--- src/rtl/arb_m2_if.sv ---
// Request/ack/response memory-bus port shared by both masters and the slave side of arb_m2.
// "master" is the side that issues requests; "slave" is the side that accepts them.
interface arb_m2_if;
    localparam int unsigned ADDR_W = 32;
    localparam int unsigned DATA_W = 32;
    localparam int unsigned BE_W   = 4;

    logic              req;
    logic              we;
    logic [ADDR_W-1:0] addr;
    logic [BE_W-1:0]   be;
    logic [DATA_W-1:0] wdata;
    logic              ack;
    logic              resp;
    logic [DATA_W-1:0] rdata;

    modport master (
        output req, we, addr, be, wdata,
        input  ack, resp, rdata
    );

    modport slave (
        input  req, we, addr, be, wdata,
        output ack, resp, rdata
    );
endinterface

--- src/rtl/arb_m2.sv ---
// Two-master to one-slave round-robin arbiter with grant lock until ack.
// Outstanding read ids are queued in order so each slave response returns to its issuer.
module arb_m2 #(
    parameter int unsigned RD_DEPTH = 4
) (
    input  logic     clk_i,
    input  logic     rst_ni,
    arb_m2_if.slave  m0,
    arb_m2_if.slave  m1,
    arb_m2_if.master s
);
    localparam int unsigned PTR_W = (RD_DEPTH > 1) ? $clog2(RD_DEPTH) : 1;
    localparam int unsigned CNT_W = PTR_W + 1;

    typedef enum logic {
        UNLOCKED = 1'b0,
        LOCKED   = 1'b1
    } lock_state_e;

    lock_state_e         lock_q;
    logic                lock_id_q;
    logic                rr_last_q;
    logic [RD_DEPTH-1:0] rd_id_q;
    logic [PTR_W-1:0]    wr_ptr_q;
    logic [PTR_W-1:0]    rd_ptr_q;
    logic [CNT_W-1:0]    cnt_q;

    logic fifo_full_c;
    logic gnt_vld_c;
    logic gnt_id_c;
    logic accept_c;
    logic push_c;
    logic pop_c;
    logic head_id_c;
    logic m0_resp_c;
    logic m1_resp_c;

    assign fifo_full_c = (cnt_q == CNT_W'(RD_DEPTH));

    // Grant selection; a full read-id queue blocks writes as well as reads.
    always_comb begin
        gnt_vld_c = 1'b0;
        gnt_id_c  = 1'b0;
        if (rst_ni && !fifo_full_c) begin
            if (lock_q == LOCKED) begin
                gnt_vld_c = 1'b1;
                gnt_id_c  = lock_id_q;
            end else if (m0.req && m1.req) begin
                gnt_vld_c = 1'b1;
                gnt_id_c  = !rr_last_q;
            end else if (m0.req || m1.req) begin
                gnt_vld_c = 1'b1;
                gnt_id_c  = m1.req;
            end
        end
    end

    // Present the granted master to the slave; nothing when idle.
    always_comb begin
        s.req   = 1'b0;
        s.we    = 1'b0;
        s.addr  = '0;
        s.be    = '0;
        s.wdata = '0;
        if (gnt_vld_c) begin
            if (gnt_id_c) begin
                s.req   = m1.req;
                s.we    = m1.we;
                s.addr  = m1.addr;
                s.be    = m1.be;
                s.wdata = m1.wdata;
            end else begin
                s.req   = m0.req;
                s.we    = m0.we;
                s.addr  = m0.addr;
                s.be    = m0.be;
                s.wdata = m0.wdata;
            end
        end
    end

    assign accept_c  = s.req && s.ack;
    assign push_c    = accept_c && !s.we;
    assign pop_c     = rst_ni && s.resp && (cnt_q != '0);
    assign head_id_c = rd_id_q[rd_ptr_q];

    assign m0.ack   = gnt_vld_c && !gnt_id_c && s.ack;
    assign m1.ack   = gnt_vld_c &&  gnt_id_c && s.ack;
    assign m0_resp_c = pop_c && !head_id_c;
    assign m1_resp_c = pop_c &&  head_id_c;
    assign m0.resp  = m0_resp_c;
    assign m1.resp  = m1_resp_c;
    assign m0.rdata = m0_resp_c ? s.rdata : '0;
    assign m1.rdata = m1_resp_c ? s.rdata : '0;

    // Lock state, round-robin history and read-id queue.
    always_ff @(posedge clk_i or negedge rst_ni) begin
        if (!rst_ni) begin
            lock_q    <= UNLOCKED;
            lock_id_q <= 1'b0;
            rr_last_q <= 1'b1;
            rd_id_q   <= '0;
            wr_ptr_q  <= '0;
            rd_ptr_q  <= '0;
            cnt_q     <= '0;
        end else begin
            if (lock_q == UNLOCKED) begin
                if (gnt_vld_c && !s.ack) begin
                    lock_q    <= LOCKED;
                    lock_id_q <= gnt_id_c;
                end
            end else if (s.ack) begin
                lock_q <= UNLOCKED;
            end

            if (accept_c) begin
                rr_last_q <= gnt_id_c;
            end

            if (push_c) begin
                rd_id_q[wr_ptr_q] <= gnt_id_c;
                wr_ptr_q          <= wr_ptr_q + PTR_W'(1);
            end
            if (pop_c) begin
                rd_ptr_q <= rd_ptr_q + PTR_W'(1);
            end

            if (push_c && !pop_c) begin
                cnt_q <= cnt_q + CNT_W'(1);
            end else if (!push_c && pop_c) begin
                cnt_q <= cnt_q - CNT_W'(1);
            end
        end
    end
endmodule

--- src/flat_wrapper.sv ---
// flat-port wrapper written by rule: the top's interface ports become plain ports
module arb_m2_flat 
#(
    parameter int unsigned RD_DEPTH = 4
)
  (clk_i, rst_ni, m0_req, m0_we, m0_addr, m0_be, m0_wdata, m0_ack, m0_resp, m0_rdata, m1_req, m1_we, m1_addr, m1_be, m1_wdata, m1_ack, m1_resp, m1_rdata, s_req, s_we, s_addr, s_be, s_wdata, s_ack, s_resp, s_rdata);
  arb_m2_if m0_i ();
  arb_m2_if m1_i ();
  arb_m2_if s_i ();
  input  logic clk_i;
  input  logic rst_ni;
  input wire logic [$bits(m0_i.req)-1:0] m0_req;
  input wire logic [$bits(m0_i.we)-1:0] m0_we;
  input wire logic [$bits(m0_i.addr)-1:0] m0_addr;
  input wire logic [$bits(m0_i.be)-1:0] m0_be;
  input wire logic [$bits(m0_i.wdata)-1:0] m0_wdata;
  output wire logic [$bits(m0_i.ack)-1:0] m0_ack;
  output wire logic [$bits(m0_i.resp)-1:0] m0_resp;
  output wire logic [$bits(m0_i.rdata)-1:0] m0_rdata;
  input wire logic [$bits(m1_i.req)-1:0] m1_req;
  input wire logic [$bits(m1_i.we)-1:0] m1_we;
  input wire logic [$bits(m1_i.addr)-1:0] m1_addr;
  input wire logic [$bits(m1_i.be)-1:0] m1_be;
  input wire logic [$bits(m1_i.wdata)-1:0] m1_wdata;
  output wire logic [$bits(m1_i.ack)-1:0] m1_ack;
  output wire logic [$bits(m1_i.resp)-1:0] m1_resp;
  output wire logic [$bits(m1_i.rdata)-1:0] m1_rdata;
  output wire logic [$bits(s_i.req)-1:0] s_req;
  output wire logic [$bits(s_i.we)-1:0] s_we;
  output wire logic [$bits(s_i.addr)-1:0] s_addr;
  output wire logic [$bits(s_i.be)-1:0] s_be;
  output wire logic [$bits(s_i.wdata)-1:0] s_wdata;
  input wire logic [$bits(s_i.ack)-1:0] s_ack;
  input wire logic [$bits(s_i.resp)-1:0] s_resp;
  input wire logic [$bits(s_i.rdata)-1:0] s_rdata;
  assign m0_i.req = m0_req;
  assign m0_i.we = m0_we;
  assign m0_i.addr = m0_addr;
  assign m0_i.be = m0_be;
  assign m0_i.wdata = m0_wdata;
  assign m0_ack = m0_i.ack;
  assign m0_resp = m0_i.resp;
  assign m0_rdata = m0_i.rdata;
  assign m1_i.req = m1_req;
  assign m1_i.we = m1_we;
  assign m1_i.addr = m1_addr;
  assign m1_i.be = m1_be;
  assign m1_i.wdata = m1_wdata;
  assign m1_ack = m1_i.ack;
  assign m1_resp = m1_i.resp;
  assign m1_rdata = m1_i.rdata;
  assign s_req = s_i.req;
  assign s_we = s_i.we;
  assign s_addr = s_i.addr;
  assign s_be = s_i.be;
  assign s_wdata = s_i.wdata;
  assign s_i.ack = s_ack;
  assign s_i.resp = s_resp;
  assign s_i.rdata = s_rdata;
  arb_m2 #(.RD_DEPTH(RD_DEPTH)) u_core (.clk_i(clk_i), .rst_ni(rst_ni), .m0(m0_i), .m1(m1_i), .s(s_i));
endmodule
--- config.mk ---
export PLATFORM = sky130hd
export DESIGN_NAME = arb_m2_flat
export DESIGN_NICKNAME = d
export VERILOG_FILES = /design/src/rtl/arb_m2_if.sv /design/src/rtl/arb_m2.sv /design/src/flat_wrapper.sv
export SDC_FILE = /design/constraint.sdc
export NUM_CORES = 1
export LEC_CHECK = 0
export BUFFER_PORTS_ARGS = -buffer_cell sky130_fd_sc_hd__clkbuf_2
export CORE_AREA = 2 2 120 122
export CTS_CLUSTER_SIZE = 14
export DETAILED_ROUTE_END_ITERATION = 6
export DIE_AREA = 0 0 122 124
export SLEW_MARGIN = 10
export SYNTH_ARGS = -nofsm -noshare
export SYNTH_HDL_FRONTEND = slang
export SYNTH_SLANG_ARGS = --single-unit
--- constraint.sdc ---
create_clock -name clk_i -period 3.1 [get_ports clk_i]
set_clock_uncertainty 0.15 [all_clocks]
set_input_delay 0.31 -clock clk_i [delete_from_list [all_inputs] [get_ports clk_i]]
set_output_delay 0.31 -clock clk_i [all_outputs]
set_load 0.005 [all_outputs]
Yosys cells after proc, flatten, opt, wreduce, memory -nomap -nowiden
Cells that the tools add are included.

Register bits after elaboration: 14. Latch bits: 0. RAM bits: 0. Memory bits (read-only): 0. Input port bits: 176. Output and inout bits: 138. Logic and storage cells: 74. Memories: 0.

$add $sub $neg: 4. Multipliers: 0. Div/mod/pow operators: 0. $lt $le $gt $ge: 3. Equality and inequality tests: 1. Shift-type cells: 0. Multiplexer cells: 30. Bitwise logic cells: 1. Reductions and logical operators: 28.

Operator list (number): 32-bit two-way mux (6); 1-bit two-way mux (17); 1-bit logical AND (16); 1-bit zero test (8); 4-bit two-way mux (2); 2-bit by 3-bit less-than comparator with 1-bit output, second input constant (2); 3-bit two-way mux (2); 2-bit by 1-bit adder with 2-bit output, second input constant (2); 4-bit bitwise mux (1); 3-bit by 1-bit adder with 3-bit output, second input constant (1); 3-bit equality test, second input constant (1); 3-bit nonzero test (1); 3-bit by 1-bit subtractor with 3-bit output, second input constant (1); 1-bit binary-select mux with 2-bit select (1); 1-bit demux with 2-bit select (1); 2-bit by 1-bit greater-or-equal comparator with 1-bit output, second input constant (1); 2-bit AND reduction (1); 2-bit nonzero test (1); 1-bit logical OR (1); 1-bit inverter (1).

Depth between registers and ports, before layout
Gate-level depths: netlist (run 1).

Depth after elaboration: 13. Gate-level depth with buffers: 10. Mapped depth without buffers: 9.

Worst setup path after synthesis (run 1)
No wires, ideal clock.

Path kind: flip-flop to flip-flop. Start: register u_core.rr_last_q. End: register u_core.cnt_q[2]. Library setup time: 0.080 ns. Data arrival time: 2.377 ns. Data required time: 2.870 ns. Path slack: 0.493 ns. Cell stages (with the launch flop): 10. Path buffers: 0. Period minus slack after synthesis: 2.607 ns. Cell sequence: dfstp_2 nand2_1 a22o_4 a2111oi_4 ha_1 inv_1 fa_1 xor2_1 nor2_1 xnor2_1.

Longest elaborated chain between the ends: 11. Elaborated cells between the ends (all ways): 16. Classes of those cells: mux (8); reduce/logical (8).

Ends and longest elaborated chain: start, declared (line arb_m2.sv:22) `logic rr_last_q;`; start signal, assigned (line arb_m2.sv:117) `rr_last_q <= gnt_id_c;`; 1-bit zero test (*) (line arb_m2.sv:50) `gnt_id_c = !rr_last_q;`; 1-bit two-way mux (*) (line arb_m2.sv:48) `end else if (m0.req && m1.req) begin`; 1-bit two-way mux (*) (line arb_m2.sv:45) `if (lock_q == LOCKED) begin`; 1-bit two-way mux (*) (line arb_m2.sv:44) `if (rst_ni && !fifo_full_c) begin`; 1-bit two-way mux (line arb_m2.sv:66) `if (gnt_id_c) begin`; 1-bit two-way mux (line arb_m2.sv:65) `if (gnt_vld_c) begin`; 1-bit logical AND or 1-bit zero test (tied branches) (line arb_m2.sv:82, arb_m2.sv:83); 1-bit logical AND (*) (line arb_m2.sv:83) `assign push_c = accept_c && !s.we;`; net u_core.push_c (line arb_m2.sv:32) `logic push_c;`; 1-bit zero test (line arb_m2.sv:130) `end else if (!push_c && pop_c) begin`; 1-bit logical AND (line arb_m2.sv:130); 2-bit nonzero test (no source line); end signal, assigned (line arb_m2.sv:129) `cnt_q <= cnt_q + CNT_W'(1);`; end signal, assigned (line arb_m2.sv:131) `cnt_q <= cnt_q - CNT_W'(1);`; end, declared (line arb_m2.sv:26) `logic [CNT_W-1:0] cnt_q;`.

Mark *: on every way through the listed nets, which the timed path passes. The rest lies on a longest branch. A chain may end at the register's enable or synchronous reset.

Worst setup path in the final report (run 1)
Start: input rst_ni. End: output s_addr[15].

Longest elaborated chain between the ends: 4. Elaborated cells between the ends (all ways): 5. Classes of those cells: mux (4); reduce/logical (1).

Ends and longest elaborated chain: start, declared (line flat_wrapper.sv:11) `input logic rst_ni;`; 1-bit logical AND (*) (line arb_m2.sv:44); 1-bit two-way mux (line arb_m2.sv:44); 32-bit two-way mux (line arb_m2.sv:66); 32-bit two-way mux (*) (line arb_m2.sv:65); end, declared (line flat_wrapper.sv:30) `output wire logic [$bits(s_i.addr)-1:0] s_addr;`.

Every way passes the cells marked *; elsewhere a longest branch is shown, timed or not.

==> results of run 1 <==
==> per-layer routing <==
metal,vias to the layer above,routed length [um]
li1,1465,-
met1,1296,4190
met2,196,5632
met3,8,1187
met4,0,193
met5,-,0
==> cells in the final DEF, fill, tap and decap left out, types with 3 or more instances in the layout <==
master,n
a22o_1,68
and2_1,66
buf_4,11
clkbuf_16,3
clkbuf_2,313
dfrtp_1,13
ha_1,5
inv_1,5
mux2_1,4
nand2_1,8
nor2_1,8
xnor2_1,4
==> power by group through the flow <==
stage / Sequential [W] / Combinational (W) / Clock [W]
CTS: 0.000353 / 0.00131 / 0.000271
global route: 0.000364 / 0.00142 / 0.000284
global placement: 0.000352 / 0.00130 / 0
floorplan: 0.000329 / 0.000683 / 0
detailed placement: 0.000355 / 0.00130 / 0
finish: 0.000351 / 0.00129 / 0.000264
==> worst max-delay path, cell delays in order <==
cell	delay, ns
dlygate4sd3_1	0.52
clkbuf_2	0.22
o31ai_2	0.20
nor2b_4	0.55
buf_12	0.26
a22o_1	0.22
clkbuf_2	0.13
==> cell type report <==
cell class | instances | area, um^2 | area share [%]
flip-flops and latches | 14 | 351.6 | 9.065
well taps | 180 | 225.2 | 5.806
multi-input cells | 189 | 1495 | 38.55
repair buffers | 327 | 1699 | 43.81
inverters | 5 | 18.77 | 0.4839
clock buffers | 4 | 88.84 | 2.290
==> through the flow <==
step	hold slack (ns)	worst slack, ns	area, um^2
after floorplan	-0.1356	0.4928	1943
after global placement	0.01524	0.5818	3777
after detailed placement	0.01758	0.5564	3777
after CTS	0.1749	0.1401	3876
after global routing	0.1744	0.07687	3879
final	0.1727	0.2011	3879
==> final timing paths <==
check                                              startpoint                             to  slack (ns)
worst max-delay path                                   rst_ni                     s_addr[15]        0.20
worst min register to register  u_core.rd_id_q[3]$_DFFE_PN0P_  u_core.rd_id_q[3]$_DFFE_PN0P_        0.33
worst min-delay path                                    s_ack        u_core.lock_q$_DFF_PN0_        0.17
max in group asynchronous                              rst_ni  u_core.rd_id_q[1]$_DFFE_PN0P_        2.11
min in group asynchronous                              rst_ni   u_core.lock_id_q$_DFFE_PN0P_        0.30
worst max register to register        u_core.lock_q$_DFF_PN0_    u_core.cnt_q[2]$_DFFE_PN0P_        0.54
==> registers in the layout (all words and copies together) (netlist names) <==
name	count
u_core.rr_last_q	1
u_core.lock_q	1
u_core.rd_ptr_q	2
u_core.rd_id_q	4
u_core.wr_ptr_q	2
u_core.cnt_q	3
u_core.lock_id_q	1
==> cells by family after synthesis <==
logic type / count (synthesis) / synth area share [%]
AND/OR/NAND/NOR: 90 / 27.37
AO/OA/AOI/OAI: 80 / 37.15
buffers and inverters: 27 / 5.795
flip-flops: 14 / 18.09
multiplexers: 7 / 4.636
XOR/XNOR: 6 / 2.704
adder cells (fa/ha/maj): 6 / 4.250
==> timing repair <==
item / in CTS / in global routing
setup endpoints to repair: 0 / 25
hold buffers: 1 / 0
resized for setup: 0 / 1
endpoints found under the hold margin: 5 / 0
==> metrics.txt, run 1 <==
Tot Pwr 0.001908 W; Root Driver clkbuf_16; worst endpoint data arrival time 2.44 ns; total CTS buffers 3; Tot GR Track Use 13.43%; syn nets 412; DR pass1 iterations 4; R2R cell count 9; Hold WC Path Type in -> reg; Post-synth EDFFs 0; CP endpoint kind primary output; Layout area overhead 99.61%; Post-CTS Setup Inserts 0; Final min period 2.899 ns; synth warn 0; GRT overflow 0; status finished clean; core area 0.01372 mm^2; Lkg Pwr 2.303 nW; layer with the highest usage met2; Switch Pwr 0.0007785 W; Slew Limit Headroom 46.17%; Int Power 0.001130 W; insertion delay to the later sink of the worst-skew pair 0.24 ns; Core Util, Final 28.27%; setup repair after global routing missed its margin false; register bit total from synthesis 14; Via density 4.124; WL/cell 15.58 um; Critical Path RT 2.64 ns; Hold Path Stages 2; met1 global-route usage 15.03%; CTS tree done; Vias 2965; sequential power share 18.4%; HPWL after detailed placement 10150 um; H-Tree Depth 1; placed cells 714; I/O pins 314; most common library cells after synthesis a22o_1, and2_1, clkbuf_1; detailed router's first-iteration violation count 43; Most used DFF post-synth dfrtp_1; sequential area share after synthesis 18.09%; Mapped Area 0.001943 mm^2; starting density of the core 14.16%; most common cell in the netlist a22o_1; die span in x 122 um; Cells after Synth 230; fill count 1559; max-cap violations 0; clock share of power 13.8%; combinational share of power 67.7%; largest area contributor in the netlist a22o_1; clock sinks 14; vias in the first global route 2656; period utilization 93.51%; met3 Use GR 3.892%; layout cells sized above 1 63.27%; ANT nets after route 0; Syn Area/Cell 8.448 um^2; power density cells 491.9 mW/mm^2; Final Non-Filler Cells 719; GRT met2 Usage 25.03%; crit-path max FO 30; Peak VDD IR 232.3 uV; n_diodes 0; CP Launch Type input port; Core Rows 43; Die H 124 um; first-pass GRT wire length 15330 um; IO buf count 313; leading post-synthesis cells by cell area a22o_1, and2_1, dfrtp_1, clkbuf_1, ha_1; Least-Margin Pin Slew 0.7973 ns; Peak Freq 345.0 MHz; Clock Tree Buf Depth 2; Placer Congestion 0.8508; Nets 722; initial antenna violation count 0; Crit Path Class in -> out; Final Routed Wirelength 11200 um; Finish-stage setup viols 0; setup TNS 0 ns; post-synth cell types 34; clk slew on worst S/H paths 0.04 ns; ys async rst share 100.0%; drc violations 0; area of the die 0.01513 mm^2; max-slew violations 0; largest net degree at the start of global routing 70; area share of the leading cell type in the synthesized netlist 30.65%; Sw Ratio 40.80%; Final Hold Fails 0
Note: power is estimated with default switching activity, not from simulation.
==> inputs of run 2 (changes only) <==
--- a/config.mk
+++ b/config.mk
@@ -10,6 +10,7 @@
 export CTS_CLUSTER_SIZE = 14
 export DETAILED_ROUTE_END_ITERATION = 6
 export DIE_AREA = 0 0 122 124
+export PLACE_DENSITY = 0.58
 export SLEW_MARGIN = 10
 export SYNTH_ARGS = -nofsm -noshare
 export SYNTH_HDL_FRONTEND = slang
==> metrics.txt, run 2 (synthesized netlist as in run 1, its figures left out) <==
status finished clean (unchanged); combinational share of power 66.7% (was 67.7%); Via density 4.225 (was 4.124); Hold WC Path Type in -> reg (unchanged); DR pass1 iterations 4 (unchanged); die span in x 122 um (unchanged); commonest non-fill, non-tap cell in the layout clkbuf_2 (unchanged); initial antenna violation count 0 (unchanged); Clock Tree Buf Depth 2 (unchanged); setup TNS 0 ns (unchanged); IO buf count 313 (unchanged); first-pass GRT wire length 15270 um (was 15330 um); area of the die 0.01513 mm^2 (unchanged); WL met2 5441 um (was 5632 um); power density cells 495.0 mW/mm^2 (was 491.9 mW/mm^2); I/O pins 314 (unchanged); core area 0.01372 mm^2 (unchanged); Placer Congestion 0.8168 (was 0.8508); setup repair after global routing missed its margin false (unchanged); n_diodes 0 (unchanged); clock sinks 14 (unchanged); Multi-input gate area 0.001493 mm^2 (was 0.001495 mm^2); fill count 1533 (was 1559); largest net degree at the start of global routing 71 (was 70); register cell area after layout 351.6 um^2 (unchanged); Switch Pwr 0.0007847 W (was 0.0007785 W); Tot GR Track Use 13.27% (was 13.43%); Int Power 0.001108 W (was 0.001130 W); Finish-stage setup viols 0 (unchanged); crit-path max FO 26 (was 30); CP endpoint kind primary output (unchanged); Die H 124 um (unchanged); Final Hold Fails 0 (unchanged); ANT nets after route 0 (unchanged); insertion delay to the later sink of the worst-skew pair 0.25 ns (was 0.24 ns); layout cells sized above 1 62.59% (was 63.27%); WHS 0.1619 ns (was 0.1727 ns); starting density of the core 14.16% (unchanged); Crit Path Class in -> out (unchanged); Lkg Pwr 2.267 nW (was 2.303 nW); Root Driver clkbuf_16 (unchanged); Peak Freq 356.6 MHz (was 345.0 MHz); Nets 715 (was 722); drc violations 0 (unchanged); Layout area overhead 96.78% (was 99.61%); max-cap violations 0 (unchanged); Final min period 2.804 ns (was 2.899 ns); max-slew violations 0 (unchanged); Critical Path RT 2.64 ns (about the same); CTS resizes 0 (unchanged); Least-Margin Pin Slew 0.7215 ns (was 0.7973 ns); clock share of power 14.7% (was 13.8%); Slew Limit Headroom 51.14% (was 46.17%); CTS tree done (unchanged); cts hold-fix bufs 1 (unchanged); Core Rows 43 (unchanged); most flop-heavy register u_core.rd_id_q (unchanged); total CTS buffers 3 (unchanged); clk slew on worst S/H paths 0.05 ns (was 0.04 ns); detailed router's first-iteration violation count 59 (was 43); period utilization 90.46% (was 93.51%); Vias 3008 (was 2965); max reg flops 4 (unchanged); Post-CTS Setup Inserts 0 (unchanged); WL/cell 15.28 um (was 15.58 um); worst endpoint data arrival time 2.34 ns (was 2.44 ns); GRT overflow 0 (unchanged); Met3 Wirelength 1081 um (was 1187 um); DR top layer met4 (unchanged); biggest regs u_core.rd_id_q: 4 flops, u_core.cnt_q: 3 flops (unchanged); Peak VDD IR 171.7 uV (was 232.3 uV); CP Launch Type input port (unchanged); most frequent cells in the layout clkbuf_2, a22o_1, and2_1 (unchanged); Final Routed Wirelength 10880 um (was 11200 um); wire length on met1 4060 um (was 4190 um); H-Tree Depth 1 (unchanged); HPWL after detailed placement 9769 um (was 10150 um); sequential power share 18.6% (was 18.4%); vias in the first global route 2772 (was 2656); Sw Ratio 41.46% (was 40.80%)
==> run 2: cell types whose count changed in the layout (fill, tap and decap cells not counted) <==
cell	delta
buf_4	-7
nor2_1	+1
nor2_2	-1
==> run 2: through the flow <==
stage	power, W	cell area (um^2)	util, %	worst slack (ns)	cells
2_1_floorplan	0.001012	1943	-	0.4928	230
3_3_place_gp	0.001624	3725	27.15	0.5693	707
3_5_place_dp	0.001632	3725	27.15	0.5065	707
4_1_cts	0.001917	3824	27.87	0.2494	712
5_1_grt	0.002052	3824	27.87	0.07806	712
6_report	0.001893	3824	27.87	0.2958	712
==> run 2: path summary, 6_finish.rpt <==
path	startpoint	end	slack (ns)	depth (start not counted)
min in group asynchronous	rst_ni	u_core.cnt_q[2]$_DFFE_PN0P_	0.31	2
max in group asynchronous	rst_ni	u_core.rr_last_q$_DFFE_PN1P_	2.02	3
setup / recovery	rst_ni	m0_rdata[9]	0.30	7
hold / removal	s_ack	u_core.lock_q$_DFF_PN0_	0.16	2
hold reg to reg	u_core.rd_ptr_q[1]$_DFFE_PN0P_	u_core.rd_ptr_q[1]$_DFFE_PN0P_	0.34	1
setup reg to reg	u_core.lock_q$_DFF_PN0_	u_core.cnt_q[2]$_DFFE_PN0P_	0.48	9
==> run 2: routing by layer <==
metal  track usage (%)  up-vias
li1                  -     1448
met1             15.37     1337
met2             24.41      207
met3             2.244       16
met4             4.957        0
met5                 0        -
==> run 2: final cells by class <==
class                      count  area share [%]
clock buffer                   4           2.323
inverter                       5          0.4908
multi-input combinational    189           39.04
sequential                    14           9.195
tap                          180           5.890
timing repair buffer         320           43.06
==> run 2: power groups by stage <==
stage | Clock [W] | Sequential [W] | Combinational (W)
after detailed placement | 0 | 0.000354 | 0.00128
after floorplan | 0 | 0.000329 | 0.000683
after CTS | 0.000284 | 0.000351 | 0.00128
final | 0.000279 | 0.000351 | 0.00126
after global routing | 0.000292 | 0.000365 | 0.00139
after global placement | 0 | 0.000351 | 0.00127
==> run 2: worst max-delay path: stages <==
cell           delay [ns]
dlygate4sd3_1        0.52
clkbuf_2             0.25
o311ai_1             0.27
nor2_1               0.42
buf_4                0.30
and2_1               0.15
clkbuf_2             0.11
==> inputs of run 3 (changes only) <==
==> constraint.sdc (replaced) <==
create_clock -name clk_i -period 3.1 [get_ports clk_i]
set_clock_uncertainty 0.15 [all_clocks]
set_input_delay 0.155 -clock clk_i [delete_from_list [all_inputs] [get_ports clk_i]]
set_output_delay 0.155 -clock clk_i [all_outputs]
set_load 0.005 [all_outputs]
==> metrics.txt, run 3 (synthesized netlist as in run 1, its figures left out) <==
HPWL after detailed placement 9734 um (was 9769 um); commonest non-fill, non-tap cell in the layout clkbuf_2 (unchanged); first-pass GRT wire length 15030 um (was 15270 um); n_diodes 0 (unchanged); largest net degree at the start of global routing 70 (was 71); Tot GR Track Use 13.10% (was 13.27%); Placer Congestion 0.8365 (was 0.8168); R2R cell count 9 (unchanged); Via density 4.159 (was 4.225); worst setup slack after layout 0.4221 ns (was 0.2958 ns); Hold Path Stages 2 (unchanged); hold_sp s_ack (unchanged); clk slew on worst S/H paths 0.05 ns (about the same); insertion delay to the later sink of the worst-skew pair 0.24 ns (was 0.25 ns); Root Driver clkbuf_16 (unchanged); setup slack, reg-to-reg 0.53 ns (was 0.48 ns); starting density of the core 14.16% (unchanged); layout cells sized above 1 62.80% (was 62.59%); biggest regs u_core.rd_id_q: 4 flops, u_core.cnt_q: 3 flops (unchanged); detailed router's first-iteration violation count 48 (was 59); pre-CTS WS 0.5663 ns (was 0.5065 ns); status finished clean (unchanged); CTS tree done (unchanged); area of the die 0.01513 mm^2 (unchanged); Hold WC Path Type in -> reg (unchanged); Layout area overhead 97.94% (was 96.78%); Die H 124 um (unchanged); register cell area after layout 351.6 um^2 (unchanged); I/O pins 314 (unchanged); CP endpoint kind primary output (unchanged); Slew Limit Headroom 41.80% (was 51.14%); period utilization 86.38% (was 90.46%); fill count 1513 (was 1533); ANT nets after route 0 (unchanged); CP Launch Type flop (was input port); Crit Path Class reg -> out (was in -> out); DR pass1 iterations 4 (unchanged); power density cells 494.9 mW/mm^2 (was 495.0 mW/mm^2); Lkg Pwr 2.282 nW (was 2.267 nW); vias in the first global route 2700 (was 2772); Critical Path RT 2.79 ns (was 2.64 ns); crit-path max FO 33 (was 26); most frequent cells in the layout clkbuf_2, a22o_1, and2_1 (unchanged); clock sinks 14 (unchanged); Multi-input gate area 0.001493 mm^2 (unchanged); Tot Pwr 0.001903 W (was 0.001893 W); Peak Freq 373.4 MHz (was 356.6 MHz); Core Util, Final 28.03% (was 27.87%); IO buf count 313 (unchanged); GRT overflow 0 (unchanged); max reg flops 4 (unchanged); Least-Margin Pin Slew 0.8621 ns (was 0.7215 ns); drc violations 0 (unchanged); max-slew violations 0 (unchanged); setup repair after global routing missed its margin false (unchanged); hold path endpoint u_core.lock_q$_DFF_PN0_ (unchanged); setup TNS 0 ns (unchanged); Peak VDD IR 208.4 uV (was 171.7 uV); Final Routed Wirelength 10940 um (was 10880 um); Final min period 2.678 ns (was 2.804 ns); Final Hold Fails 0 (unchanged); core area 0.01372 mm^2 (unchanged); Finish-stage setup viols 0 (unchanged); Worst R2R Start u_core.lock_q$_DFF_PN0_ (unchanged); total CTS buffers 3 (unchanged); Post-CTS Setup Inserts 0 (unchanged); max-cap violations 0 (unchanged); Core Rows 43 (unchanged); WL/cell 15.31 um (was 15.28 um); Clock Tree Buf Depth 2 (unchanged); FF-to-FF End u_core.cnt_q[2]$_DFFE_PN0P_ (unchanged); Vias 2974 (was 3008); die span in x 122 um (unchanged); Nets 718 (was 715); WHS 0.01600 ns (was 0.1619 ns); most flop-heavy register u_core.rd_id_q (unchanged); initial antenna violation count 0 (unchanged); H-Tree Depth 1 (unchanged); worst endpoint data arrival time 2.37 ns (was 2.34 ns)
## run 3: cell count changes in the layout (fill, tap and decap cells not counted)
cell	delta
buf_4	+3
## run 3: worst max path at each step
stage | from | end | cells past startpoint
floorplan | u_core.rr_last_q$_DFFE_PN1P_ | u_core.cnt_q[2]$_DFFE_PN0P_ | 9
global placement | u_core.rr_last_q$_DFFE_PN1P_ | u_core.cnt_q[2]$_DFFE_PN0P_ | 9
detailed placement | u_core.lock_q$_DFF_PN0_ | u_core.cnt_q[2]$_DFFE_PN0P_ | 9
CTS | u_core.lock_q$_DFF_PN0_ | s_addr[6] | 6
global route | u_core.lock_q$_DFF_PN0_ | s_addr[6] | 6
finish | u_core.lock_q$_DFF_PN0_ | s_addr[10] | 6
## run 3: power by group
group | switching [W] | leakage [nW] | total (W) | internal (W)
logic | 0.000625 | 2.07 | 0.00127 | 0.000649
registers | 0.0000856 | 0.172 | 0.000355 | 0.000269
clock network | 0.0000784 | 0.0442 | 0.000274 | 0.000196
## run 3: metal layers
layer	GRT usage [%]	vias up	wire [um]
met5	0	-	0
met4	4.957	0	317
met3	2.198	18	1083
met2	24.23	208	5410
met1	15.06	1297	4132
li1	-	1451	-
## run 3: layout make-up
cell class | count | share of cell area [%]
Multi-Input combinational cell | 189 | 38.81
Sequential cell | 14 | 9.141
Clock buffer | 4 | 2.310
Timing Repair Buffer | 323 | 43.40
Inverter | 5 | 0.4880
Tap cell | 180 | 5.856
## run 3: what timing repair did
action,in CTS,in global routing
resized for setup,0,0
hold buffers,1,0
hold endpoints to repair,13,0
## run 3: per-stage QoR
| step | area [um^2] | std cells |
|---|---|---|
| floorplan | 1943 | 230 |
| global placement | 3747 | 710 |
| detailed placement | 3747 | 710 |
| CTS | 3846 | 715 |
| global route | 3846 | 715 |
| finish | 3846 | 715 |
## run 3: worst max-delay path, cell delays in order (launching register included)
cell	delay [ns]
dfrtp_1	0.50
nor2b_4	0.18
a22o_4	0.18
nor2b_4	0.61
buf_12	0.27
a22o_1	0.23
clkbuf_2	0.14
